===== src/rtl/oam_pkg.sv =====
// Shared types and helpers for the OAM memory and its DMA engine.
// Byte offsets are striped across RD_BYTES banks so a PPU word is one row of every bank.
package oam_pkg;

  typedef enum logic [2:0] {
    IDLE  = 3'd0,
    DELAY = 3'd1,
    REQ   = 3'd2,
    WAIT  = 3'd3,
    PACE  = 3'd4
  } dma_state_t;

  localparam logic [15:0] OAM_BASE = 16'hFE00;
  localparam logic [15:0] DMA_REG  = 16'hFF46;

  function automatic logic [7:0] oam_bank(input logic [7:0] addr, input int unsigned rd_bytes);
    return 8'(32'(addr) % rd_bytes);
  endfunction

  function automatic logic [7:0] oam_row(input logic [7:0] addr, input int unsigned rd_bytes);
    return 8'(32'(addr) / rd_bytes);
  endfunction

endpackage


===== src/rtl/oam_dma_ctrl.sv =====
// OAM DMA sequencer: start delay, paced one-byte source requests, single byte write port into OAM.
// Handshake: dma_req_o is a one-cycle pulse; the source answers later with one dma_rvalid_i cycle.
module oam_dma_ctrl
  import oam_pkg::*;
#(
  parameter int DMA_LEN     = 160,
  parameter int DMA_STEP    = 4,
  parameter int START_DELAY = 4
) (
  input  logic        clk_i,
  input  logic        rst_ni,
  input  logic        dma_start_i,
  input  logic [7:0]  dma_page_i,
  input  logic        dma_rvalid_i,
  input  logic [7:0]  dma_rdata_i,
  output logic        dma_req_o,
  output logic [15:0] dma_src_addr_o,
  output logic        wr_en_o,
  output logic [7:0]  wr_addr_o,
  output logic [7:0]  wr_data_o,
  output dma_state_t  state_o
);

  localparam int IDX_W  = (DMA_LEN > 1) ? $clog2(DMA_LEN) : 1;
  localparam int STEP_W = $clog2(DMA_STEP + 1);
  localparam int DLY_W  = (START_DELAY > 1) ? $clog2(START_DELAY + 1) : 1;

  localparam logic [IDX_W-1:0]  IDX_LAST  = IDX_W'(DMA_LEN - 1);
  localparam logic [STEP_W-1:0] STEP_LAST = STEP_W'(DMA_STEP - 1);
  localparam logic [STEP_W-1:0] STEP_MAX  = STEP_W'(DMA_STEP);
  localparam logic [DLY_W-1:0]  DLY_LAST  = DLY_W'((START_DELAY > 1) ? START_DELAY - 1 : 0);

  dma_state_t        state_q;
  logic [7:0]        page_q;
  logic [IDX_W-1:0]  idx_q;
  logic [IDX_W-1:0]  idx_inc;
  logic [DLY_W-1:0]  dly_q;
  logic [STEP_W-1:0] step_q;
  logic              dma_req_q;
  logic [15:0]       src_q;

  assign idx_inc = idx_q + 1'b1;

  // step_q counts cycles since the last request edge; a late source leaves it saturated,
  // so the next request follows rvalid by exactly one cycle.
  always_ff @(posedge clk_i or negedge rst_ni) begin
    if (!rst_ni) begin
      state_q   <= IDLE;
      page_q    <= 8'h00;
      idx_q     <= '0;
      dly_q     <= '0;
      step_q    <= '0;
      dma_req_q <= 1'b0;
      src_q     <= 16'h0000;
    end else begin
      dma_req_q <= 1'b0;
      if (step_q != STEP_MAX) step_q <= step_q + 1'b1;
      if (dma_start_i) begin
        state_q <= DELAY;
        page_q  <= dma_page_i;
        idx_q   <= '0;
        dly_q   <= DLY_W'(1);
      end else begin
        unique case (state_q)
          IDLE: ;
          DELAY: begin
            if (dly_q >= DLY_LAST) begin
              state_q   <= REQ;
              dma_req_q <= 1'b1;
              src_q     <= {page_q, 8'(idx_q)};
            end else begin
              dly_q <= dly_q + 1'b1;
            end
          end
          REQ: begin
            state_q <= WAIT;
            step_q  <= STEP_W'(1);
          end
          WAIT: begin
            if (dma_rvalid_i) begin
              if (idx_q == IDX_LAST) begin
                state_q <= IDLE;
              end else begin
                idx_q <= idx_inc;
                if (step_q >= STEP_LAST) begin
                  state_q   <= REQ;
                  dma_req_q <= 1'b1;
                  src_q     <= {page_q, 8'(idx_inc)};
                end else begin
                  state_q <= PACE;
                end
              end
            end
          end
          PACE: begin
            if (step_q >= STEP_LAST) begin
              state_q   <= REQ;
              dma_req_q <= 1'b1;
              src_q     <= {page_q, 8'(idx_q)};
            end
          end
          default: state_q <= IDLE;
        endcase
      end
    end
  end

  assign wr_en_o        = (state_q == WAIT) && dma_rvalid_i && !dma_start_i;
  assign wr_addr_o      = 8'(idx_q);
  assign wr_data_o      = dma_rdata_i;
  assign dma_req_o      = dma_req_q;
  assign dma_src_addr_o = src_q;
  assign state_o        = state_q;

endmodule


===== src/rtl/oam_dma_ram.sv =====
// Sprite attribute memory: byte CPU port, RD_BYTES-wide PPU port, integrated OAM DMA.
// CPU access is blocked while DMA runs; PPU reads never are.
module oam_dma_ram
  import oam_pkg::*;
#(
  parameter int OAM_BYTES   = 160,
  parameter int RD_BYTES    = 2,
  parameter int DMA_LEN     = 160,
  parameter int DMA_STEP    = 4,
  parameter int START_DELAY = 4
) (
  input  logic                                   clk,
  input  logic                                   reset_n,
  input  logic                                   cpu_we,
  input  logic                                   cpu_re,
  input  logic [7:0]                             cpu_addr,
  input  logic [7:0]                             cpu_wdata,
  output logic [7:0]                             cpu_rdata,
  input  logic                                   ppu_re,
  input  logic [$clog2(OAM_BYTES/RD_BYTES)-1:0]  ppu_addr,
  output logic [8*RD_BYTES-1:0]                  ppu_rdata,
  input  logic                                   dma_start,
  input  logic [7:0]                             dma_page,
  output logic                                   dma_req,
  output logic [15:0]                            dma_src_addr,
  input  logic                                   dma_rvalid,
  input  logic [7:0]                             dma_rdata,
  output logic                                   dma_active
);

  localparam int ROWS   = OAM_BYTES / RD_BYTES;
  localparam int ROW_W  = $clog2(ROWS);
  localparam int BANK_W = (RD_BYTES > 1) ? $clog2(RD_BYTES) : 1;

  logic [7:0] mem [RD_BYTES][ROWS];

  dma_state_t          dma_state;
  logic                dma_wr_en;
  logic [7:0]          dma_wr_addr;
  logic [7:0]          dma_wr_data;
  logic                cpu_in_range;
  logic                ppu_in_range;
  logic                cpu_wr_ok;
  logic                wr_en;
  logic [7:0]          wr_addr;
  logic [7:0]          wr_data;
  logic [8*RD_BYTES-1:0] ppu_word;
  logic [7:0]          cpu_rdata_q;
  logic [8*RD_BYTES-1:0] ppu_rdata_q;

  oam_dma_ctrl #(
    .DMA_LEN     (DMA_LEN),
    .DMA_STEP    (DMA_STEP),
    .START_DELAY (START_DELAY)
  ) u_ctrl (
    .clk_i          (clk),
    .rst_ni         (reset_n),
    .dma_start_i    (dma_start),
    .dma_page_i     (dma_page),
    .dma_rvalid_i   (dma_rvalid),
    .dma_rdata_i    (dma_rdata),
    .dma_req_o      (dma_req),
    .dma_src_addr_o (dma_src_addr),
    .wr_en_o        (dma_wr_en),
    .wr_addr_o      (dma_wr_addr),
    .wr_data_o      (dma_wr_data),
    .state_o        (dma_state)
  );

  // Active exactly while the sequencer is out of IDLE, so it drops the cycle after the last byte.
  assign dma_active   = (dma_state != IDLE);
  assign cpu_in_range = 32'(cpu_addr) < OAM_BYTES;
  assign ppu_in_range = 32'(ppu_addr) < ROWS;
  assign cpu_wr_ok    = cpu_we && cpu_in_range && !dma_active;

  // DMA only writes while active, which already locks the CPU out: the two never collide.
  assign wr_en   = dma_wr_en || cpu_wr_ok;
  assign wr_addr = dma_wr_en ? dma_wr_addr : cpu_addr;
  assign wr_data = dma_wr_en ? dma_wr_data : cpu_wdata;

  always_ff @(posedge clk) begin
    if (wr_en) begin
      mem[BANK_W'(oam_bank(wr_addr, RD_BYTES))][ROW_W'(oam_row(wr_addr, RD_BYTES))] <= wr_data;
    end
  end

  for (genvar b = 0; b < RD_BYTES; b++) begin : g_lane
    assign ppu_word[8*b +: 8] = mem[b][ppu_addr];
  end

  always_ff @(posedge clk or negedge reset_n) begin
    if (!reset_n) begin
      cpu_rdata_q <= 8'hFF;
      ppu_rdata_q <= '1;
    end else begin
      if (cpu_re) begin
        cpu_rdata_q <= (cpu_in_range && !dma_active)
                       ? mem[BANK_W'(oam_bank(cpu_addr, RD_BYTES))][ROW_W'(oam_row(cpu_addr, RD_BYTES))]
                       : 8'hFF;
      end
      if (ppu_re) begin
        ppu_rdata_q <= ppu_in_range ? ppu_word : '1;
      end
    end
  end

  assign cpu_rdata = cpu_rdata_q;
  assign ppu_rdata = ppu_rdata_q;

endmodule


===== config.mk =====
export PLATFORM = sky130hd
export DESIGN_NAME = oam_dma_ram
export DESIGN_NICKNAME = d
export VERILOG_FILES = /design/src/rtl/oam_pkg.sv /design/src/rtl/oam_dma_ctrl.sv /design/src/rtl/oam_dma_ram.sv
export SDC_FILE = /design/constraint.sdc
export NUM_CORES = 2
export LEC_CHECK = 0
export BUFFER_PORTS_ARGS = -buffer_cell sky130_fd_sc_hd__buf_2
export CORE_MARGIN = 2
export CORE_UTILIZATION = 39
export CTS_BUF_LIST = sky130_fd_sc_hd__clkbuf_16
export CTS_CLUSTER_DIAMETER = 150
export CTS_CLUSTER_SIZE = 30
export DETAILED_ROUTE_END_ITERATION = 7
export GPL_TIMING_DRIVEN = 1
export PLACE_DENSITY = 0.6
export SETUP_SLACK_MARGIN = 0.2
export SYNTH_ARGS = -nofsm -noshare
export SYNTH_HDL_FRONTEND = slang
export SYNTH_HIERARCHICAL = 1
export SYNTH_SLANG_ARGS = --single-unit
export TNS_END_PERCENT = 50

===== constraint.sdc =====
create_clock -name clk -period 9.9 [get_ports clk]
set_input_delay 0.99 -clock clk [delete_from_list [all_inputs] [get_ports clk]]
set_output_delay 0.99 -clock clk [all_outputs]
set_load 0.02 [all_outputs]

==> run summary <==
Run status: finished, violations left
Failing checks: max-capacitance violations
Dominant cells by area after synthesis: edfxtp_1 (61%), mux4_2 (25%), dfrtp_1 (1.7%)
Min-Delay Path Class: primary input to asynchronous set/reset pin
Root Buffer: clkbuf_16
Port buffer count: 87
Multiplexer share of the synthesized area: 27.8%
CP Capture Type: flip-flop
PostCTS Resize Cnt: 0
Register area share after synthesis: 63.7%
GRT met2 Usage: 36.9%
Synth Register Bits: 1346
Clock latency on the worst-skew pair: 0.72 ns
Largest net degree at the start of global routing: 115
Post-synth top area cell: edfxtp_1
Synth top area share: 61.0%
Post-route setup TNS: 0 ns
CTS H-tree depth: 2
RSZ-0062 raised after global routing: false
Share of post-route cells with drive strength above 1: 31.8%
Cell Rows: 147
Core area: 0.161 mm^2
Total wire length: 199 mm
Number of flops mapped to enable cells by yosys: 1280
Synth Warn #: 6
Clock sink total: 1346
Initial antenna violation count: 10
Compound-Gate Fraction of Synth Area: 2.99%
Pwr dens: 158 mW/mm^2
CTS tree: done
DR vias/cell: 6.56
Predominant post-synthesis flop cell: edfxtp_1
Worst Tran Pin Value: 1.45 ns
Most frequent cells in the layout: edfxtp_1 (1280), mux4_2 (711), nor2_1 (217)
Nets@finish: 3181
Total grt overflow: 0
XOR/XNOR share of the synthesized area: 0.181%
Final min period: 5.01 ns
Critical Path Start Type: flip-flop
Tot GR Track Use: 24.0%
Vias in the first global route: 34000
Fin. Hold Viols: 0
Syn Nets: 3217
P&R area growth vs syn: 6.42%
Die W: 406 um
Mapped Cells: 3165
Initial Util: 39.2%
Via Count: 35000
Synth unique cells: 71
Worst slew margin: 1.10%
Worst Skew: 0.0430 ns
Max-Cap Viols: 1
Max VDD drop: 0.176 mV
Synth Area in Simple Gates: 2.98%
DRC errors left: 0
Worst R2R End: mem[0][613]
Fill cell count: 13900
Critical path fanouts, max: 31
Syn avg cell area: 19.9 um^2
Mapped Area: 0.0630 mm^2
Pins Over Slew Limit: 0
# Post-CTS Setup Buffers: 0
Die ar.: 0.165 mm^2
Main combinational cell family by area after synthesis: multiplexers
Global placer's final weighted congestion: 0.953
Fin crit share: 50.6%
Die height: 406 um
Final setup vio count: 0
Post-DRT Antenna Nets: 0
Reg2reg start: u_ctrl/state_o[0]
CP arrival: 5.36 ns
DRT iter0 DRCs: 5405
Hold Buf Count CTS: 0
Adder-Cell Fraction of Synth Area: 0.119%
Crit path kind: flip-flop to flip-flop
Post-DP HPWL: 136 mm
Number of placed I/O pins: 88
R2R Setup Slk: 4.89 ns
Clock buffer depth: 3
Clock transition at path regs: 0.12 ns
CP required: 10.25 ns
Core Util, Final: 41.7%
Achievable Freq: 200 MHz
Leak: 20.3 nW
Met1 Usage GRT: 33.6%
Number of buffers created by CTS: 50
R2R depth: 6
Most common cell after layout, fill and taps aside: edfxtp_1
Async SR Flop Fraction: 4.90%
Global Route met3 Usage: 6.36%
Routed wire length per instance: 37.2 um
Most Crowded Layer GR: met2
Global-route wire length before repair: 276 mm
Detailed Routing Iterations Pass 1: 6
## cells in the mapped netlist, types with 9 or more instances
master,n
nor3_1,23
o22ai_1,71
a2111oi_0,14
mux4_2,711
nand3_1,28
dfstp_2,24
dfrtp_1,42
a21oi_1,33
clkbuf_1,101
buf_4,28
nand2b_1,10
buf_6,18
a211oi_1,20
a22oi_1,39
mux2_2,33
nor2b_1,14
buf_1,22
nor2_1,218
mux2i_1,89
inv_1,20
o21ai_0,21
a31oi_1,11
mux2_4,9
edfxtp_1,1280
nand2_1,75
or3_1,9
buf_2,73
## worst max-delay path by stage
stage | startpoint | to | slack, ns | cells past startpoint
2_1_floorplan | dma_start | mem[0][0] | 5.69 | 7
3_3_place_gp | cpu_addr[2] | mem[0][614] | 4.31 | 6
3_5_place_dp | cpu_addr[2] | mem[0][614] | 4.25 | 6
4_1_cts | cpu_addr[2] | mem[0][608] | 5.00 | 6
5_1_grt | u_ctrl/state_o[0] | mem[0][608] | 4.74 | 6
6_report | u_ctrl/state_o[0] | mem[0][613] | 4.89 | 6
## registers in the layout, indices dropped and copies added (netlist names)
name / count
u_ctrl/dma_req_o: 1
u_ctrl/wr_addr_o: 8
mem: 1280
ppu_rdata: 16
u_ctrl/step_q: 3
u_ctrl/dma_src_addr_o: 16
u_ctrl/page_q: 8
u_ctrl/dly_q: 3
cpu_rdata: 8
u_ctrl/state_o: 3
## metrics by stage
step	worst slack, ns	instance area, um^2	hold WS [ns]	cells	power (mW)
detailed placement	4.25	65600	0.489	5237	7.94
global route	4.74	67000	0.407	5330	10.8
global placement	4.31	65600	0.482	5237	7.93
floorplan	5.69	63000	0.475	3165	7.42
finish	4.89	67000	0.374	5335	10.6
CTS	5.00	67000	0.395	5330	10.6
## critical path, stage by stage, from the launching register on
cell and delay, ns:
dfrtp_1 0.62, nand4b_1 0.29, nor2_4 0.82, mux2i_1 0.65, nand3_1 0.88, buf_4 0.51, nor2_1 0.85
## cells by family (layout without fill, tap and decap cells)
group | Yosys count | in the layout
DFF | 1346 | 1346
muxes | 847 | 847
and+or+nand+nor | 419 | 419
AOI/OAI and AO/OA | 267 | 267
buffers and inverters | 267 | 272
xor gates and xnor gates | 13 | 13
adders and majority gates | 6 | 6
other | 0 | 5
## per-layer routing
layer / vias up / share of wire (%)
met5: - / 0.040
met4: 12 / 3.7
met3: 307 / 11
met2: 2294 / 46
met1: 18900 / 39
li1: 13500 / -
## final cells by class
cell class / count / area [um^2] / share of cell area [%]
flip-flops and latches: 1346 / 40100 / 59.8
multi-input cells: 1552 / 21600 / 32.2
well taps: 2160 / 2700 / 4.03
clock buffers: 52 / 1300 / 1.94
repair buffers: 157 / 1100 / 1.64
clock inverters: 41 / 159 / 0.237
inverters: 22 / 82.6 / 0.123
diodes: 5 / 12.5 / 0.0187
## power breakdown
group	switching (mW)	leakage, nW	total [mW]	internal [mW]
registers	0.0817	12.3	6.46	6.38
clock network	1.76	0.858	2.73	0.972
logic	0.874	7.19	1.37	0.499
total	2.71	20.3	10.6	7.85
No activity file was read; power rests on OpenSTA's default activity.
